[src/rtl/icache_sa_pkg.sv]
// icache_sa_pkg: default geometry, FSM state encoding and derived-width helpers for icache_sa
package icache_sa_pkg;
  localparam int ICACHE_IDX_W = 4;
  localparam int ICACHE_OFF_W = 2;
  localparam int ICACHE_WAYS = 2;
  typedef enum logic [1:0] {
    ICS_IDLE = 2'd0,
    ICS_REQ  = 2'd1,
    ICS_WAIT = 2'd2
  } ics_e;
  function automatic int tag_w(int addr_w, int idx_w, int off_w);
    return addr_w - idx_w - off_w - 2;
  endfunction
  function automatic int blk_w(int instr_w, int off_w);
    return instr_w << off_w;
  endfunction
endpackage

[src/rtl/icache_sa_if.sv]
// icache_sa_if: fetch side (flush, if_req, if_ain, if_instr_out_en, if_instr_out) and refill side (mem_req_en/addr/rdy, mem_resp_en/data) of icache_sa
interface icache_sa_if import icache_sa_pkg::*; #(
  parameter int ADDR_W = 32,
  parameter int INSTR_W = 32,
  parameter int OFF_W = ICACHE_OFF_W
) ();
  localparam int BLK_W = blk_w(INSTR_W, OFF_W);
  logic flush;
  logic if_req;
  logic [ADDR_W-1:0] if_ain;
  logic if_instr_out_en;
  logic [INSTR_W-1:0] if_instr_out;
  logic mem_req_en;
  logic [ADDR_W-1:0] mem_req_addr;
  logic mem_req_rdy;
  logic mem_resp_en;
  logic [BLK_W-1:0] mem_resp_data;
  modport master (
    output flush, if_req, if_ain, mem_req_rdy, mem_resp_en, mem_resp_data,
    input if_instr_out_en, if_instr_out, mem_req_en, mem_req_addr
  );
  modport slave (
    input flush, if_req, if_ain, mem_req_rdy, mem_resp_en, mem_resp_data,
    output if_instr_out_en, if_instr_out, mem_req_en, mem_req_addr
  );
endinterface

[src/rtl/icache_sa_way.sv]
// icache_way: one way (valid/tag/data per set); ports: lookup ridx/rtag/roff -> match/rdata, fill we/widx/wtag/wdata, wvalid = valid[widx], clr wipes valids
module icache_way #(
  parameter int IDX_W = 4,
  parameter int TAG_W = 24,
  parameter int OFF_W = 2,
  parameter int INSTR_W = 32,
  parameter int BLK_W = 128
) (
  input logic clk,
  input logic rst_in,
  input logic clr,
  input logic [IDX_W-1:0] ridx,
  input logic [TAG_W-1:0] rtag,
  input logic [OFF_W-1:0] roff,
  output logic match,
  output logic [INSTR_W-1:0] rdata,
  input logic we,
  input logic [IDX_W-1:0] widx,
  input logic [TAG_W-1:0] wtag,
  input logic [BLK_W-1:0] wdata,
  output logic wvalid
);
  localparam int SETS = 1 << IDX_W;
  logic [SETS-1:0] valid;
  logic [TAG_W-1:0] tags [SETS];
  logic [BLK_W-1:0] data [SETS];
  always_ff @(posedge clk or posedge rst_in)
    if (rst_in) valid <= '0;
    else if (clr) valid <= '0;
    else if (we) valid[widx] <= 1'b1;
  always_ff @(posedge clk)
    if (we) begin
      tags[widx] <= wtag;
      data[widx] <= wdata;
    end
  assign match = valid[ridx] && tags[ridx] == rtag;
  assign rdata = data[ridx][roff*INSTR_W +: INSTR_W];
  assign wvalid = valid[widx];
endmodule

[src/rtl/icache_sa.sv]
// icache_sa: WAYS-way set-associative icache; clk, rst_in (async), bus.slave carries fetch lookup (zero-latency hit) and block refill handshake
module icache_sa import icache_sa_pkg::*; #(
  parameter int ADDR_W = 32,
  parameter int INSTR_W = 32,
  parameter int IDX_W = ICACHE_IDX_W,
  parameter int OFF_W = ICACHE_OFF_W,
  parameter int WAYS = ICACHE_WAYS
) (
  input logic clk,
  input logic rst_in,
  icache_sa_if.slave bus
);
  localparam int TAG_W = tag_w(ADDR_W, IDX_W, OFF_W);
  localparam int BLK_W = blk_w(INSTR_W, OFF_W);
  localparam int SETS = 1 << IDX_W;
  localparam int BA_W = ADDR_W - OFF_W - 2;
  localparam int VW = WAYS > 1 ? $clog2(WAYS) : 1;
  ics_e state, state_n;
  logic [BA_W-1:0] blk_q;
  logic discard;
  logic [VW-1:0] rr [SETS];
  logic [VW-1:0] victim;
  logic [WAYS-1:0] match, wv, we;
  logic [INSTR_W-1:0] rd [WAYS];
  logic [INSTR_W-1:0] instr;
  logic [IDX_W-1:0] fidx;
  logic [TAG_W-1:0] ftag;
  logic hit_any, en, miss, fill;
  assign fidx = blk_q[IDX_W-1:0];
  assign ftag = blk_q[BA_W-1:IDX_W];
  for (genvar w = 0; w < WAYS; w++) begin : g_way
    assign we[w] = fill && victim == VW'(w);
    icache_way #(.IDX_W(IDX_W), .TAG_W(TAG_W), .OFF_W(OFF_W), .INSTR_W(INSTR_W), .BLK_W(BLK_W)) u_way (
      .clk(clk),
      .rst_in(rst_in),
      .clr(bus.flush),
      .ridx(bus.if_ain[OFF_W+2 +: IDX_W]),
      .rtag(bus.if_ain[ADDR_W-1 -: TAG_W]),
      .roff(bus.if_ain[2 +: OFF_W]),
      .match(match[w]),
      .rdata(rd[w]),
      .we(we[w]),
      .widx(fidx),
      .wtag(ftag),
      .wdata(bus.mem_resp_data),
      .wvalid(wv[w])
    );
  end
  always_comb begin
    instr = '0;
    for (int i = 0; i < WAYS; i++) instr = instr | (match[i] ? rd[i] : '0);
  end
  // lowest invalid way wins; round-robin pointer only when the set is full
  always_comb begin
    victim = rr[fidx];
    for (int i = WAYS - 1; i >= 0; i--) victim = wv[i] ? victim : VW'(i);
  end
  assign hit_any = |match;
  assign en = bus.if_req && hit_any && !bus.flush;
  assign miss = state == ICS_IDLE && bus.if_req && !hit_any && !bus.flush;
  assign fill = state == ICS_WAIT && bus.mem_resp_en && !discard && !bus.flush;
  always_comb begin
    state_n = state;
    if (miss) state_n = ICS_REQ;
    if (state == ICS_REQ && bus.mem_req_rdy) state_n = ICS_WAIT;
    if (state == ICS_WAIT && bus.mem_resp_en) state_n = ICS_IDLE;
  end
  always_ff @(posedge clk or posedge rst_in)
    if (rst_in) begin
      state <= ICS_IDLE;
      blk_q <= '0;
      discard <= 1'b0;
      for (int s = 0; s < SETS; s++) rr[s] <= '0;
    end else begin
      state <= state_n;
      if (miss) blk_q <= bus.if_ain[ADDR_W-1:OFF_W+2];
      if (state == ICS_WAIT && bus.mem_resp_en) discard <= 1'b0;
      else if (bus.flush && state != ICS_IDLE) discard <= 1'b1;
      if (fill && &wv) rr[fidx] <= VW'((int'(rr[fidx]) + 1) % WAYS);
    end
  assign bus.if_instr_out_en = en;
  assign bus.if_instr_out = en ? instr : '0;
  assign bus.mem_req_en = state == ICS_REQ;
  assign bus.mem_req_addr = state == ICS_REQ ? {blk_q, (OFF_W+2)'(0)} : '0;
endmodule
[src/flat_wrapper.sv]
// flat-port wrapper written by rule: the top's interface ports become plain ports
module icache_sa_flat import icache_sa_pkg::*;
#(
  parameter int ADDR_W = 32,
  parameter int INSTR_W = 32,
  parameter int IDX_W = ICACHE_IDX_W,
  parameter int OFF_W = ICACHE_OFF_W,
  parameter int WAYS = ICACHE_WAYS
)
  (clk, rst_in, bus_flush, bus_if_req, bus_if_ain, bus_mem_req_rdy, bus_mem_resp_en, bus_mem_resp_data, bus_if_instr_out_en, bus_if_instr_out, bus_mem_req_en, bus_mem_req_addr);
  icache_sa_if #(.ADDR_W(ADDR_W), .INSTR_W(INSTR_W), .OFF_W(OFF_W)) bus_i ();
  input logic clk;
  input logic rst_in;
  input wire logic [$bits(bus_i.flush)-1:0] bus_flush;
  input wire logic [$bits(bus_i.if_req)-1:0] bus_if_req;
  input wire logic [$bits(bus_i.if_ain)-1:0] bus_if_ain;
  input wire logic [$bits(bus_i.mem_req_rdy)-1:0] bus_mem_req_rdy;
  input wire logic [$bits(bus_i.mem_resp_en)-1:0] bus_mem_resp_en;
  input wire logic [$bits(bus_i.mem_resp_data)-1:0] bus_mem_resp_data;
  output wire logic [$bits(bus_i.if_instr_out_en)-1:0] bus_if_instr_out_en;
  output wire logic [$bits(bus_i.if_instr_out)-1:0] bus_if_instr_out;
  output wire logic [$bits(bus_i.mem_req_en)-1:0] bus_mem_req_en;
  output wire logic [$bits(bus_i.mem_req_addr)-1:0] bus_mem_req_addr;
  assign bus_i.flush = bus_flush;
  assign bus_i.if_req = bus_if_req;
  assign bus_i.if_ain = bus_if_ain;
  assign bus_i.mem_req_rdy = bus_mem_req_rdy;
  assign bus_i.mem_resp_en = bus_mem_resp_en;
  assign bus_i.mem_resp_data = bus_mem_resp_data;
  assign bus_if_instr_out_en = bus_i.if_instr_out_en;
  assign bus_if_instr_out = bus_i.if_instr_out;
  assign bus_mem_req_en = bus_i.mem_req_en;
  assign bus_mem_req_addr = bus_i.mem_req_addr;
  icache_sa #(.ADDR_W(ADDR_W), .INSTR_W(INSTR_W), .IDX_W(IDX_W), .OFF_W(OFF_W), .WAYS(WAYS)) u_core (.clk(clk), .rst_in(rst_in), .bus(bus_i));
endmodule
[config.mk]
export PLATFORM = sky130hd
export DESIGN_NAME = icache_sa_flat
export DESIGN_NICKNAME = d
export VERILOG_FILES = /design/src/rtl/icache_sa_pkg.sv /design/src/rtl/icache_sa_if.sv /design/src/rtl/icache_sa_way.sv /design/src/rtl/icache_sa.sv /design/src/flat_wrapper.sv
export SDC_FILE = /design/constraint.sdc
export NUM_CORES = 2
export LEC_CHECK = 0
export BUFFER_PORTS_ARGS = -buffer_cell sky130_fd_sc_hd__buf_2
export CORE_MARGIN = 5
export CORE_UTILIZATION = 60
export DETAILED_ROUTE_END_ITERATION = 10
export GPL_TIMING_DRIVEN = 0
export PLACE_DENSITY = 0.76
export SETUP_SLACK_MARGIN = 0.4
export SLEW_MARGIN = 30
export SYNTH_ARGS = -nofsm -noshare
export SYNTH_HDL_FRONTEND = slang
export SYNTH_MEMORY_MAX_BITS = 65536
export SYNTH_SLANG_ARGS = --single-unit
[constraint.sdc]
create_clock -name clk -period 12 [get_ports clk]
set_input_delay 1.8 -clock clk [delete_from_list [all_inputs] [get_ports clk]]
set_output_delay 1.8 -clock clk [all_outputs]
set_load 0.005 [all_outputs]
# Yosys cells after proc, flatten, opt, wreduce, memory -nomap -nowiden
# Memories as Yosys holds them, arrays and structs flattened.
# Cells that the tools add are included.
[totals] n_memories=4 reg_bits=79 ramBits=4864
[mem_list] memory="u_core.g_way[0].u_way.data" depth=16 word_bits=128 rd=1 rd_ports_with_merged_regs=0 write_ports=1 line="icache_sa_way.sv:26" text="logic [BLK_W-1:0] data [SETS];"
[mem_list] memory="u_core.g_way[1].u_way.data" depth=16 word_bits=128 rd=1 rd_ports_with_merged_regs=0 write_ports=1 line="icache_sa_way.sv:26"
[mem_list] memory="u_core.g_way[0].u_way.tags" depth=16 word_bits=24 rd=1 rd_ports_with_merged_regs=0 write_ports=1 line="icache_sa_way.sv:25" text="logic [TAG_W-1:0] tags [SETS];"
[mem_list] memory="u_core.g_way[1].u_way.tags" depth=16 word_bits=24 rd=1 rd_ports_with_merged_regs=0 write_ports=1 line="icache_sa_way.sv:25"
[op_classes] n_shift=2 order_cmp=5 muxes=35 bitwise=5 n_eq_ne=4 n_addsub=1 n_reduce_logical=28
[ops] cell="$shiftx A128 B8 Y32" count=2
[ops] cell="$mux W32" count=4
[ops] cell="$mux W16" count=4
[ops] cell="$eq A24 B24 Y1" count=2
[ops] cell="$or A16 B16 Y16" count=2
[ops] cell="$or A32 B32 Y32" count=1
[ops] cell="$bmux W1 S4" count=5
[ops] cell="$logic_and A1 B1 Y1" count=17
[ops] cell="$bwmux W16" count=1
[ops] cell="$mux W1" count=16
[ops] cell="$lt A4 B5 Y1 const B" count=2
[ops] cell="$demux W1 S4" count=2
[ops] cell="$reduce_bool A2 Y1" count=4
[ops] cell="$mux W2" count=3
[ops] cell="$ge A5 B5 Y1 const B" count=1
[ops] cell="$lt A5 B1 Y1 const B" count=1
[ops] cell="$not A4 Y5" count=1
[ops] cell="$ge A4 B1 Y1 const B" count=1
[ops] cell="$logic_not A1 Y1" count=3
[ops] cell="$reduce_bool A3 Y1" count=1
[ops] cell="$eq A2 B1 Y1 const B" count=1
[ops] cell="$eq A2 B2 Y1 const B" count=1
[ops] cell="$logic_not A2 Y1" count=1
[ops] cell="$reduce_and A2 Y1" count=1
[ops] cell="3 further kinds" count=3

# Longest topological paths before layout
[logic_depth] depth_word=10 ltp_mapped=17 depth_no_buf=9

# Modules after synthesis
# From an unflattened synthesis, not the netlist that was laid out.
[unflattened] hier_cells=7609 area_unflattened_um2=189290.3
[by_module_without_submodules] module="icache_way (u_core.g_way[0].u_way)" area_per_inst_um2=93292.0 instances=1 seq_area_each_um2=73430.4 cells_per_inst=3658
[by_module_without_submodules] module="icache_way (u_core.g_way[1].u_way)" area_per_inst_um2=93233.2 instances=1 seq_area_each_um2=73430.4 cells_per_inst=3679
[by_module_without_submodules] module="icache_sa" area_per_inst_um2=2765.2 instances=1 seq_area_each_um2=1176.1 cells_per_inst=272

# Worst setup path after synthesis
# OpenSTA, ideal clock, no wires.
[synth_timing] path_type="in2reg" from="input bus_flush" to="memory u_core.g_way[1].u_way.data[11][0], enable pin" arrival_time_ps=9156 slack_ps=2177 stages=5 cell_sequence="clkbuf_1 -> nor4_1 -> nand3_1 -> clkbuf_1 -> nor2_1"
[synth_between] elab_chain_cells=5
[synth_lines] item="start, declared" line="flat_wrapper.sv:14" text="input wire logic [$bits(bus_i.flush)-1:0] bus_flush;"
[synth_lines] item="$logic_not A1 Y1" line="icache_sa.sv:61" text="assign fill = state == ICS_WAIT && bus.mem_resp_en && !discard && !bus.flush;"
[synth_lines] item="$logic_and A1 B1 Y1" line="icache_sa.sv:61"
[synth_lines] item="$logic_and A1 B1 Y1" line="icache_sa.sv:32" text="assign we[w] = fill && victim == VW'(w);"
[synth_lines] item="$mux W1" line="icache_sa_way.sv:32" text="if (we) begin"
[synth_lines] item="$mux W1 (implied by the code)" line="icache_sa_way.sv:34" text="data[widx] <= wdata;"
[synth_lines] item="end, declared" line="icache_sa_way.sv:26"
# Every way passes these cells.

# Worst setup path in the final report
[layout_timing] from="input bus_if_ain[5]" to="output bus_if_instr_out[23]"
[layout_between] elab_chain_cells=7
[layout_lines] item="start, declared" line="flat_wrapper.sv:16" text="input wire logic [$bits(bus_i.if_ain)-1:0] bus_if_ain;"
[layout_lines] item="branches (longest 6 deep; another with $mem_v2 Z16 W128)"
[layout_lines] item="$mux W32 (*)" line="icache_sa.sv:82" text="assign bus.if_instr_out = en ? instr : '0;"
[layout_lines] item="end, declared" line="flat_wrapper.sv:21" text="output wire logic [$bits(bus_i.if_instr_out)-1:0] bus_if_instr_out;"
# Mark *: on every way between the ends. The select of a mux whose other input is x is not followed.

==> results_dict.tcl <==
set metrics [dict create \
    floorplan.initialDensity_pct 60.2 \
    worstSetupStartpointType "primary input" \
    cts-root-buf "clkbuf_16" \
    ios 232 \
    post-cts-setup-buffers 0 \
    ys_seq_area_share_pct 78.1 \
    die-area_sq_um 327000 \
    hold_depth 1 \
    fp.dieW_microns 572 \
    clkTransAtPathRegs_ns 0.06 \
    grt_use_total_pct 41.1 \
    crit_path_end_kind "primary output" \
    insertion_delay_ns 1.08 \
    tritoncts "done" \
    worst-r2r-cell-count 14 \
    grt_max_degree 45 \
    grt_overflow 0 \
    cp.depth 15 \
    crit_chain "buf_2 > buf_2 > buf_2 > buf_2 > buf_4 > buf_2 > buf_2 > clkbuf_2 > buf_1 > mux4_2 > mux4_2 > mux4_2 > nand2b_1 > a21oi_1 > buf_2" \
    cp_max_fo 10 \
    drt-total-wl_microns 671000 \
    status "complete, no violations" \
    grt_setup_unrepaired "false" \
    setup_viol 0 \
    syn2layout_area_growth_pct 17.4 \
    async_flop_share_pct 1.60 \
    rows 206 \
    worstPathRequired_ns 10.20 \
    drv_cap 0 \
    grt_pass1_vias 104426 \
    whs_ns 0.508 \
    timing.rr.end "u_core.g_way[1].u_way.data[13][75]" \
    vdd_drop_max_v 0.000164 \
    first_pass_iters 8 \
    hp-class "flip-flop to flip-flop" \
    cts_htree_levels 5 \
    cts_made_buffers 465 \
    crit_buf_inv 10 \
    cp.arrival_ns 8.78 \
    port_buffers 215 \
    syn_area_sq_um 190000 \
    ff2ff_setup_slack_ns 5.95 \
    grt_first_pass_wirelength_microns 901000 \
    synth.avg_cell_area_sq_um 24.8 \
    synth_common_cells "4,864 x edfxtp_1, 1,519 x mux4_2, 218 x clkbuf_1, 111 x buf_2, 111 x mux2i_1" \
    timing.fmax_ghz 0.0945 \
    hold-path-endpoint "u_core.rr[6]" \
    synth.area.top_cells "edfxtp_1 77%, mux4_2 18%, dfrtp_1 1.0%, mux2i_1 0.59%, clkbuf_1 0.43%" \
    tightest_slew_ns 1.20 \
    cts_hold_buf 0 \
    clockBufferDepth 4 \
    wl_per_cell_microns 50.3 \
    final.setup_skew_ns 0.0839 \
    min_period_over_period_pct 88.2 \
    yosysMostFrequentCell "edfxtp_1" \
    die_height_microns 572 \
    ant_nets 0 \
    slowest_stage "buf_1" \
    totalPowerFinal_mw 38.1 \
    fin_tns_setup_ns 0 \
    nets 8900 \
    power.density_nw_per_um2 171 \
    synth_edf_count 4864 \
    synthFlopType "edfxtp_1" \
    drtIter0Drc 22201 \
    gp_congestion 0.883 \
    dr_total_vias 106456 \
    synth_warnings 0 \
    worstReg2RegStart "u_core.blk_q[1]" \
    drc 0 \
    syn_inst 7653 \
    cts_resized 0 \
    max_stage_delay_ns 0.80 \
    coreArea_sq_um 315000 \
    drive_gt1_share_pct 35.7 \
    crit_type "primary input to primary output" \
    crit_top_cell "buf_2" \
    synth_cell_type_count 60 \
    max_slew_margin_pct 20.0 \
    cp_top_family "buffers and inverters" \
    period_minus_slack_ns 10.58 \
    hold_viol_final 0 \
    antenna_found_initial 128 \
    viasPerCell 7.97 \
    p_leak_nw 70.7 \
    min_from "u_core.rr[6]" \
    dp_hpwl_microns 381000 \
    drv_slew 0 \
    cts_sinks 4943 \
    synth.top_cell.area_share_pct 77.1 \
    ys_seq_elements 4943 \
    yosysTopAreaCell "edfxtp_1" \
]
[through the flow]
| stage | area (sq um) | worst slack [ns] | utilization (%) | std cells |
|---|---|---|---|---|
| final | 222000 | 1.42 | 70.7 | 13353 |
| after global routing | 222000 | 1.74 | 70.6 | 13300 |
| after CTS | 222000 | 1.78 | 70.6 | 13283 |
| after detailed placement | 207000 | 1.96 | 65.7 | 12427 |
| after global placement | 196000 | -7.46 | 62.2 | 12031 |
| after floorplan | 190000 | 2.18 | - | 7656 |
[cells in the final DEF, fill, tap and decap left out, types with 8 or more instances in the layout]
cell,n
clkinv_4,8
clkbuf_1,164
edfxtp_1,4864
inv_1,16
buf_6,15
dfrtp_2,24
diode_2,70
buf_2,351
nor2_4,32
o22ai_1,30
mux2i_1,111
clkinv_1,102
bufinv_16,63
mux4_2,1519
and2_1,35
inv_6,10
a22oi_1,29
xnor2_1,25
nand2b_1,80
nand3_1,15
nor2_1,54
xor2_1,31
clkbuf_2,132
dfrtp_1,55
nand2_1,79
clkinvlp_4,20
mux2_2,56
clkbuf_16,469
clkinv_16,9
buf_8,13
nor2b_1,10
clkinv_2,90
buf_4,35
a21oi_1,63
mux2_1,9
buf_16,345
nor3_1,15
o21ai_0,15
buf_12,43
[state kept, by name (all words and copies together) (netlist names)]
| signal | count |
|---|---|
| u_core.g_way.u_way.data | 4096 |
| u_core.g_way.u_way.tags | 768 |
| u_core.g_way.u_way.valid | 32 |
| u_core.blk_q | 28 |
| u_core.rr | 16 |
| u_core.state | 2 |
| u_core.discard | 1 |
[cell type report]
class | count | area (sq um)
Clock buffer | 548 | 12100
Multi-Input combinational cell | 2277 | 39700
Tap cell | 4160 | 5200
Timing Repair Buffer | 611 | 11500
Buffer | 418 | 2210
Inverter | 18 | 70.1
Clock inverter | 308 | 3420
Sequential cell | 4943 | 148000
Antenna cell | 70 | 175
Fill cell | 16112 | 92300
[kinds of logic after synthesis]
kind of cell	Yosys count	synth area share (%)
mux	1695	19.0
simple gates	343	0.904
compound gates	179	0.607
flops	4943	78.1
xor+xnor	56	0.259
other cells	1	0.00198
buf+inv	436	1.10
[power by group]
| group | internal [mW] | switching [mW] | leakage [nW] | total, mW |
|---|---|---|---|---|
| clock | 8.58 | 7.03 | 7.54 | 15.6 |
| sequential | 19.5 | 0.509 | 44.7 | 20.0 |
| combinational | 0.868 | 1.62 | 18.5 | 2.48 |
| total | 28.9 | 9.16 | 70.7 | 38.1 |
[layer usage]
| layer | track usage (%) | vias to the layer above | share of wire (%) |
|---|---|---|---|
| met5 | 0 | - | 0.087 |
| met4 | 29.6 | 76 | 9.7 |
| met3 | 15.0 | 3628 | 16 |
| met2 | 62.7 | 13690 | 46 |
| met1 | 48.9 | 53596 | 28 |
| li1 | - | 35466 | - |
[worst register-to-register path: cells and delay by family (launching register included)]
kind,cells,cell delay (ns)
flip-flops,1,0.39
buffers and inverters,9,3.04
multiplexers,2,0.92
AND/OR/NAND/NOR,3,1.39
[how the worst max path moves through the flow]
stage / slack (ns) / endpoint / from
after global routing: 1.74 / bus_if_instr_out[23] / bus_if_ain[5]
after CTS: 1.78 / bus_if_instr_out[23] / bus_if_ain[5]
final: 1.42 / bus_if_instr_out[23] / bus_if_ain[5]
after detailed placement: 1.96 / bus_if_instr_out[22] / bus_if_ain[5]
after global placement: -7.46 / u_core.g_way[1].u_way.data[8][75] / u_core.blk_q[0]
after floorplan: 2.18 / u_core.g_way[1].u_way.data[11][0] / bus_flush
Note: power is estimated with default switching activity, not from simulation.
